### config.mk
export PLATFORM = sky130hd
export DESIGN_NAME = id_hazard_ctrl
export DESIGN_NICKNAME = d
export VERILOG_FILES = /design/src/rtl/mips_pkg.sv /design/src/rtl/hz_regmatch.sv /design/src/rtl/id_hazard_ctrl.sv
export SDC_FILE = /design/constraint.sdc
export NUM_CORES = 1
export LEC_CHECK = 0
export ABC_AREA = 1
export BUFFER_PORTS_ARGS = -buffer_cell sky130_fd_sc_hd__buf_2
export CAP_MARGIN = 15
export CORE_MARGIN = 2
export CORE_UTILIZATION = 23
export DETAILED_ROUTE_END_ITERATION = 10
export PLACE_DENSITY_LB_ADDON = 0.25
export SLEW_MARGIN = 20
export SYNTH_ARGS = -nofsm -noshare
export SYNTH_HDL_FRONTEND = slang
export SYNTH_SLANG_ARGS = --single-unit
export TNS_END_PERCENT = 100
### constraint.sdc
create_clock -name clk -period 1.3 [get_ports clk]
set_input_delay 0.195 -clock clk [delete_from_list [all_inputs] [get_ports clk]]
set_output_delay 0.195 -clock clk [all_outputs]
set_load 0.005 [all_outputs]
### src/rtl/mips_pkg.sv
// mips_pkg: constants shared by the ID-stage control decode and the hazard controller.
//   OP_*           : primary opcodes the hazard logic needs to recognise
//   hz_state_t     : hazard controller states (RUN=0, STALL=1, FLUSH=2; 3 unused)
//   REG_ZERO       : $zero register number, never a real producer
//   op_uses_rt()   : 1 when the opcode reads rt as a source operand
package mips_pkg;

    localparam logic [5:0] OP_RTYPE = 6'b000000;
    localparam logic [5:0] OP_BEQ   = 6'b000100;
    localparam logic [5:0] OP_LW    = 6'b100011;
    localparam logic [5:0] OP_SW    = 6'b101011;

    localparam logic [4:0] REG_ZERO = 5'd0;

    typedef enum logic [1:0] {
        HZ_RUN   = 2'd0,
        HZ_STALL = 2'd1,
        HZ_FLUSH = 2'd2
    } hz_state_t;

    // lw only reads rs (base); its rt is a destination, so it cannot
    // create a hazard through rt.
    function automatic logic op_uses_rt(input logic [5:0] opcode);
        return (opcode == OP_RTYPE) || (opcode == OP_BEQ) || (opcode == OP_SW);
    endfunction

endpackage

### src/rtl/hz_regmatch.sv
// hz_regmatch: combinational load-use hazard detect.
//   ex_memread : instruction in EX is a load
//   ex_rt      : load destination register
//   id_rs      : rs of instruction in ID
//   id_rt      : rt of instruction in ID
//   uses_rt    : instruction in ID reads rt
//   haz        : 1 = ID needs the load result that is not yet available
module hz_regmatch
    import mips_pkg::*;
(
    input  logic       ex_memread,
    input  logic [4:0] ex_rt,
    input  logic [4:0] id_rs,
    input  logic [4:0] id_rt,
    input  logic       uses_rt,
    output logic       haz
);

    // A load into $zero produces nothing, so it never stalls.
    assign haz = ex_memread && (ex_rt != REG_ZERO) &&
                 ((ex_rt == id_rs) || (uses_rt && (ex_rt == id_rt)));

endmodule

### src/rtl/id_hazard_ctrl.sv
// id_hazard_ctrl: ID-stage sequencer for load-use stalls and taken-branch flushes.
// Optional build macro: HAZ_STATS_EN (adds saturating stall/flush cycle counters;
// when undefined the counter outputs read 0 and no counter flops exist).
// Parameters:
//   LOAD_STALLS (1..3) bubbles per load-use hazard
//   BR_SHADOW   (0..3) extra ifid_flush cycles after a taken branch
// Ports:
//   clk, reset (async, active-low)
//   id_opcode/id_rs/id_rt           : instruction in ID
//   ex_memread/ex_rt                : load in EX
//   mem_branch_taken                : beq in MEM resolved taken
//   pc_write, ifid_write            : pipeline front-end enables
//   ifid_flush, idex_bubble         : nop insertion controls
//   hz_state                        : current state
//   stall_cnt, flush_cnt            : statistics (HAZ_STATS_EN only)
module id_hazard_ctrl
    import mips_pkg::*;
#(
    parameter int LOAD_STALLS = 1,
    parameter int BR_SHADOW   = 0
) (
    input  logic        clk,
    input  logic        reset,
    input  logic [5:0]  id_opcode,
    input  logic [4:0]  id_rs,
    input  logic [4:0]  id_rt,
    input  logic        ex_memread,
    input  logic [4:0]  ex_rt,
    input  logic        mem_branch_taken,
    output logic        pc_write,
    output logic        ifid_write,
    output logic        ifid_flush,
    output logic        idex_bubble,
    output logic [1:0]  hz_state,
    output logic [15:0] stall_cnt,
    output logic [15:0] flush_cnt
);

    localparam logic [1:0] STALL_LOAD = 2'(LOAD_STALLS - 1);
    localparam logic [1:0] SHADOW_LOAD = 2'(BR_SHADOW);

    hz_state_t  state_reg, state_next;
    logic [1:0] cnt_reg, cnt_next;
    logic       haz;

    hz_regmatch u_regmatch (
        .ex_memread (ex_memread),
        .ex_rt      (ex_rt),
        .id_rs      (id_rs),
        .id_rt      (id_rt),
        .uses_rt    (op_uses_rt(id_opcode)),
        .haz        (haz)
    );

    always_ff @(posedge clk or negedge reset) begin
        if (!reset) begin
            state_reg <= HZ_RUN;
            cnt_reg   <= 2'd0;
        end else begin
            state_reg <= state_next;
            cnt_reg   <= cnt_next;
        end
    end

    always_comb begin
        pc_write    = 1'b1;
        ifid_write  = 1'b1;
        ifid_flush  = 1'b0;
        idex_bubble = 1'b0;
        state_next  = state_reg;
        cnt_next    = cnt_reg;

        if (mem_branch_taken && (state_reg == HZ_RUN || state_reg == HZ_STALL ||
                                 state_reg == HZ_FLUSH)) begin
            // A taken branch wins in every legal state: it kills the wrong-path
            // instructions in IF/ID and ID and abandons any stall in progress.
            ifid_flush  = 1'b1;
            idex_bubble = 1'b1;
            if (BR_SHADOW > 0) begin
                state_next = HZ_FLUSH;
                cnt_next   = SHADOW_LOAD;
            end else begin
                state_next = HZ_RUN;
                cnt_next   = 2'd0;
            end
        end else begin
            unique case (state_reg)
                HZ_RUN: begin
                    if (haz) begin
                        pc_write    = 1'b0;
                        ifid_write  = 1'b0;
                        idex_bubble = 1'b1;
                        if (LOAD_STALLS > 1) begin
                            state_next = HZ_STALL;
                            cnt_next   = STALL_LOAD;
                        end
                    end
                end
                HZ_STALL: begin
                    // The load has moved on; the remaining bubbles are purely
                    // counted, haz is not looked at again.
                    pc_write    = 1'b0;
                    ifid_write  = 1'b0;
                    idex_bubble = 1'b1;
                    cnt_next    = cnt_reg - 2'd1;
                    if (cnt_reg <= 2'd1) begin
                        state_next = HZ_RUN;
                        cnt_next   = 2'd0;
                    end
                end
                HZ_FLUSH: begin
                    // ID holds a flushed nop, so load hazards are irrelevant here.
                    ifid_flush = 1'b1;
                    cnt_next   = cnt_reg - 2'd1;
                    if (cnt_reg <= 2'd1) begin
                        state_next = HZ_RUN;
                        cnt_next   = 2'd0;
                    end
                end
                default: begin
                    state_next = HZ_RUN;
                    cnt_next   = 2'd0;
                end
            endcase
        end

        // Hold the pipeline frozen and filled with nops while reset is low.
        if (!reset) begin
            pc_write    = 1'b0;
            ifid_write  = 1'b0;
            ifid_flush  = 1'b1;
            idex_bubble = 1'b1;
        end
    end

    assign hz_state = state_reg;

`ifdef HAZ_STATS_EN
    logic [15:0] stall_cnt_reg;
    logic [15:0] flush_cnt_reg;
    logic        stall_evt;

    // A bubble without a flush can only come from a load-use stall; branch
    // bubbles always come with ifid_flush.
    assign stall_evt = reset && idex_bubble && !ifid_flush;

    always_ff @(posedge clk or negedge reset) begin
        if (!reset) begin
            stall_cnt_reg <= 16'h0000;
            flush_cnt_reg <= 16'h0000;
        end else begin
            if (stall_evt && (stall_cnt_reg != 16'hFFFF))
                stall_cnt_reg <= stall_cnt_reg + 16'd1;
            if (ifid_flush && (flush_cnt_reg != 16'hFFFF))
                flush_cnt_reg <= flush_cnt_reg + 16'd1;
        end
    end

    assign stall_cnt = stall_cnt_reg;
    assign flush_cnt = flush_cnt_reg;
`else
    assign stall_cnt = 16'h0000;
    assign flush_cnt = 16'h0000;
`endif

endmodule

==> summary.md, run 1 <==
| Metric | Value |
|---|---|
| Status | finished, final reports clean |
| Power Density | roughly 250 mW/mm2 |
| Yosys top cell area share | 48.7% |
| Synth Area per Inst | between 5 and 6 um2 |
| Worst Hold Class | in2out |
| Final ANT Viol Nets | 0 |
| Worst IR Drop VDD | 0.0800 mV |
| Global-route wire length before repair | ~1300 um |
| Dpl hpwl | 899 um |
| NumNets Final | 150 |
| Post-Syn Area | roughly 540 um2 |
| WL final | roughly 980 um |
| Critical Path RT | 1.11 ns |
| Final core utilization | 29.5% |
| I/O pins | 63 |
| Initial antenna violation count | 0 |
| Die area | approximately 0.0027 mm2 |
| Leakage power | about 0.43 nW |
| Most numerous cell in the Yosys netlist | buf_4 |
| Max Clock Freq | 0.794 GHz |
| Fin cells | 151 |
| Port-buffer cells | 28 |
| Height of the die | between 50 and 60 um |
| Slew Limit Fails | 0 |
| Post-CTS Resized | 0 |
| Largest net degree at the start of global routing | 5 |
| Synth cell types | 15 |
| Seq Cell Count | 0 |
| Area Overhead vs Synth | 21.1% |
| Initial Util | between 20 and 25% |
| Final worst path period share | between 90% and 100% |
| Tot GR Track Use | around 5.8% |
| Crit path max fanout | 3 |
| Die Wd | roughly 52 um |
| Area leader, netlist | buf_4 |
| Min Tclk post-route | about 1.3 ns |
| Vias in the first global route | between 300 and 400 |
| Synth top cells by count | buf_4, nand2_1, inv_1 |
| Max Cap Viol | 0 |
| Net Sw Frac | between 50% and 60% |
| Sequential cell area | 0 um2 |
| Area contributors post-synth | buf_4, nand2_1, inv_1 |
| Vias | 510 |
| Comb pwr share | 100.0% |
| RSZ-0062 raised after global routing | true |
| Critical path class | in2out |
| Post-CTS setup buffer count | 0 |
| Clock power share | 0% |
| Hold Vio Cnt, Final | 0 |
| Flop pwr share | 0% |
| DRC viols | 0 |
| Final setup fails | 0 |
| DP Cell Count | ~150 |
| CP Capture Type | output pin |
| Initial DRC Count | 2 |
| Diodes inserted | 0 |
| Internal Power | 0.0000763 W |
| GRT overflow | 0 |
| Sequential area share after synthesis | 0% |
| Worst Setup Start Kind | input port |
| Pre-Repair DR Iteration Count | 4 |
| Routability cong. | 0.753 |
| Sw Pwr | 0.0000876 W |
| Core Area | about 0.0022 mm2 |
| Hold buffer count at cts | 0 |
| Clock buf count | 0 |
| Mapped Cells | 97 |
| Cell Rows | 17 |
| Share of layout cells above drive strength 1 | between 30% and 40% |
| Drt wl/cell | about 6.5 um |
| Arr. time, crit path | approximately 1.1 ns |
| Ys Warns | 0 |
| Via density | around 3.4 |
| Hold WS | around 0.65 ns |
## path summary, 6_finish.rpt
check             startpoint         end  depth (start not counted)
setup / recovery    ex_rt[0]    pc_write                         11
hold / removal         reset  ifid_flush                          3
## layout make-up
| type | instances | area, um2 |
|---|---|---|
| tap | 28 | 35.0 |
| inverter | 16 | 62.6 |
| fill | 267 | 1560 |
| timing repair buffer | 28 | 193 |
| multi-input combinational | 79 | 363 |
## cell families (layout without fill, tap and decap cells)
| kind of cell | count (synthesis) | in the layout | synth area share, % |
|---|---|---|---|
| AND/OR/NAND/NOR | 39 | 39 | 30.4 |
| XOR/XNOR | 4 | 4 | 6.50 |
| other | 1 | 34 | 0.695 |
| AO/OA/AOI/OAI | 2 | 2 | 2.55 |
| buffers and inverters | 51 | 44 | 59.9 |
## routing by layer
metal	routed length, um	GRT usage (%)	vias up
met1	339	7.31	202
li1	-	-	265
met5	0	0	-
met4	0	0	0
met2	461	11.5	43
met3	177	0.286	0
## metrics by stage
stage / TNS (ns) / power (W) / area (um2) / worst slack (ns)
after floorplan: 0 / 0.000154 / 663 / 0.220
after global placement: 0 / 0.000136 / 576 / 0.0374
after detailed placement: 0 / 0.000138 / 576 / 0.0254
after CTS: 0 / 0.000138 / 576 / 0.0274
after global routing: -0.111 / 0.000188 / 653 / -0.0555
final: 0 / 0.000164 / 653 / 0.0409
## worst max-delay path: stages
cell,delay [ns]
buf_8,0.08
inv_4,0.03
nand2_2,0.05
nand2_2,0.05
nor2_2,0.11
nand3_2,0.08
o21ai_2,0.15
nand3_1,0.08
nand2_1,0.07
inv_1,0.04
buf_2,0.12
## layout by cell type (no fill, tap or decap), drive strengths merged
master / n
nand4: 1
buf: 28
xnor2: 1
xor2: 3
conb: 34
nand2: 24
nor2: 10
o21ai: 2
nand3: 4
inv: 16
## power by group through the flow
stage | combinational [W] | sequential (W) | clock, W
after floorplan | 0.000154 | 0 | 0
after global placement | 0.000136 | 0 | 0
after detailed placement | 0.000138 | 0 | 0
after CTS | 0.000138 | 0 | 0
after global routing | 0.000188 | 0 | 0
final | 0.000164 | 0 | 0
Note: power is estimated with default switching activity, not from simulation.
==> inputs of run 2 (changes only) <==
--- a/config.mk
+++ b/config.mk
@@ -6,5 +6,5 @@
 export NUM_CORES = 1
 export LEC_CHECK = 0
-export ABC_AREA = 1
+export ABC_AREA = 0
 export BUFFER_PORTS_ARGS = -buffer_cell sky130_fd_sc_hd__buf_2
 export CAP_MARGIN = 15
==> constraint.sdc (replaced) <==
create_clock -name clk -period 1.3 [get_ports clk]
set_input_delay 0.195 -clock clk [delete_from_list [all_inputs] [get_ports clk]]
set_output_delay 0.195 -clock clk [all_outputs]
set_load 0.05 [all_outputs]
==> run 2 against run 1 <==
  * The flow now finishes with violations (setup timing)
  * Global-route usage rose by 0.52 points
  * First-iteration DRC count down 100%
  * Via count decreased by 20%
  * Power is 130% higher
  * Hold slack gained 0.098 ns
  * Routed wire length decreased by 9.8%
  * Die area fell by 12%
  * Flip-flop and latch count is the same
  * Non-clock buffer count grew 6
  * Maximum frequency shrank 30%
  * Critical path type unchanged
  * Critical endpoint unchanged
  * Highest routed layer unchanged
==> summary.md, run 2 <==
| Metric | Value |
|---|---|
| Final ANT Viol Nets | 0 (unchanged) |
| Cell Rows | 16 (-1) |
| Commonest non-fill, non-tap cell in the layout | conb_1 |
| Height of the die | 49.0 um (-6.4%) |
| Worst setup margin | -0.487 ns (-0.528 ns) |
| Routability cong. | 0.651 (-14%) |
| Area contributors post-synth | buf_4, xnor2_1, xor2_1 |
| Fill cells | 225 (-16%) |
| Sequential area share after synthesis | 0% (unchanged) |
| Worst IR Drop VDD | 0.230 mV (+190%) |
| Synth cell types | 17 (+2) |
| Core Area | 0.00194 mm2 (-12%) |
| Final worst path period share | 137% (+41 points) |
| Arr. time, crit path | 1.59 ns (+0.53 ns) |
| DP Cell Count | 121 (-20%) |
| Via density | 3.35 (-0.74%) |
| Initial DRC Count | 0 (-2) |
| Slew Limit Fails | 0 (unchanged) |
| Max Cap Viol | 0 (unchanged) |
| Max Used Layer | met3 |
| Die Wd | 49.0 um (-6.4%) |
| CP Capture Type | output pin |
| Worst Setup Start Kind | input port |
| Critical path class | in2out |
| Vias in the first global route | 312 (-20%) |
| Comb pwr share | 100.0% (about the same) |
| WL final | 881 um (-9.8%) |
| Leakage power | 0.329 nW (-23%) |
| Yosys top cell area share | 56.3% (+7.6 points) |
| Post-route cell area | 603 um2 (-7.7%) |
| Met1 wire length | 328 um (-3.2%) |
| Final core utilization | 31.1% (+1.5 points) |
| Critical Path RT | 1.11 ns (about the same) |
| Largest net degree at the start of global routing | 5 (unchanged) |
| Initial Util | 24.0% (-0.34 points) |
| Post-Syn Area | 467 um2 (-13%) |
| Dpl hpwl | 844 um (-6.1%) |
| Synth Area per Inst | 7.41 um2 (+33%) |
| Most frequent cells in the layout | conb_1, buf_2, buf_4 |
| Port-buffer cells | 28 (unchanged) |
| Crit path max fanout | 2 (-1) |
| Area Overhead vs Synth | 29.2% |
| Sequential cell area | 0 um2 (unchanged) |
| Synth top cells by count | buf_4, xnor2_1, xor2_1 |
| DRC viols | 0 (unchanged) |
| Power Density | 617 mW/mm2 (+150%) |
| RSZ-0062 raised after global routing | true |
| Worst Hold Class | in2out |
| Ys Warns | 0 (unchanged) |
| Sw Pwr | 0.000293 W (+230%) |
| GRT overflow | 0 (unchanged) |
| Share of layout cells above drive strength 1 | 42.1% (+3.9 points) |
| Clock power share | 0% (unchanged) |
| Max Clock Freq | 0.560 GHz (-30%) |
| Die area | 0.00241 mm2 (-12%) |
| Min Tclk post-route | 1.79 ns (+0.528 ns) |
| Clock buf count | 0 (unchanged) |
| Hold Vio Cnt, Final | 0 (unchanged) |
| Drt wl/cell | 7.22 um (+12%) |
| Area leader, netlist | buf_4 |
| Tot GR Track Use | 6.36% (+0.52 points) |
| Status | complete, but fails checks |
| Met2 WL | 439 um (-4.8%) |
| Fin cells | 122 (-19%) |
| Failing checks | setup timing |
| Most numerous cell in the Yosys netlist | buf_4 |
| Area after DPL | 564 um2 (-2.0%) |
| Initial antenna violation count | 0 (unchanged) |
| I/O pins | 63 (unchanged) |
| Diodes inserted | 0 (unchanged) |
| Flop pwr share | 0% (unchanged) |
| Final setup fails | 3 (+3) |
| Seq Cell Count | 0 (unchanged) |
| Met3 routed WL | 113 um (-36%) |
| Vias | 409 (-20%) |
| Mapped Cells | 63 (-35%) |
| Net Sw Frac | 78.8% (+25 points) |
| Pre-Repair DR Iteration Count | 1 (-3) |
| NumNets Final | 122 (-19%) |
| Internal Power | 0.0000790 W (+3.6%) |
| Global-route wire length before repair | 1280 um (-3.1%) |
[run 2: worst paths after layout]
path                     start         end  slack, ns  cells after the start
worst max-delay path  ex_rt[0]    pc_write      -0.49                      6
worst min-delay path     reset  ifid_flush       0.75                      3
[run 2: cells by family (layout without fill, tap and decap cells)]
group | after synthesis | count (layout) | synth area share (%)
and+or+nand+nor | 10 | 10 | 14.2
AOI/OAI and AO/OA | 5 | 5 | 8.31
xor gates and xnor gates | 10 | 10 | 18.8
other | 1 | 34 | 0.804
buffers and inverters | 37 | 36 | 57.9
[run 2: critical path, stage by stage]
cell	delay (ns)
buf_6	0.09
or4_4	0.53
o211ai_1	0.21
nor4_2	0.09
a311oi_4	0.26
buf_6	0.21
[run 2: power groups by stage]
stage                     sequential [W]  clock [W]  combinational (W)
after global routing                   0          0           0.000389
after global placement                 0          0           0.000358
final                                  0          0           0.000372
after CTS                              0          0           0.000370
after floorplan                        0          0           0.000373
after detailed placement               0          0           0.000359
[run 2: per-stage QoR]
step	power [W]	hold slack (ns)	TNS [ns]	setup slack, ns
2_1_floorplan	0.000373	0.557	-1.54	-0.746
3_3_place_gp	0.000358	0.750	-1.64	-0.566
3_5_place_dp	0.000359	0.749	-1.69	-0.591
4_1_cts	0.000370	0.751	-1.46	-0.503
5_1_grt	0.000389	0.777	-1.53	-0.521
6_report	0.000372	0.748	-1.43	-0.487
[run 2: final cells by class]
| cell class | instances | area, um2 | area share, % |
|---|---|---|---|
| tap | 27 | 33.8 | 5.60 |
| timing repair buffer | 34 | 210 | 34.9 |
| multi-input combinational | 59 | 352 | 58.3 |
| inverter | 2 | 7.51 | 1.24 |
[run 2: what timing repair did]
item,CTS,global route
endpoints found under the setup margin,3,3
hold endpoints to repair,0,0
resized for setup,8,0
pin swaps,1,0
buffers inserted,0,1
hold buffers,0,0
[run 2: routing by layer]
layer | vias to the layer above | track usage (%)
met3 | 0 | 0.613
li1 | 204 | -
met4 | 0 | 0
met2 | 37 | 12.6
met5 | - | 0
met1 | 168 | 7.78
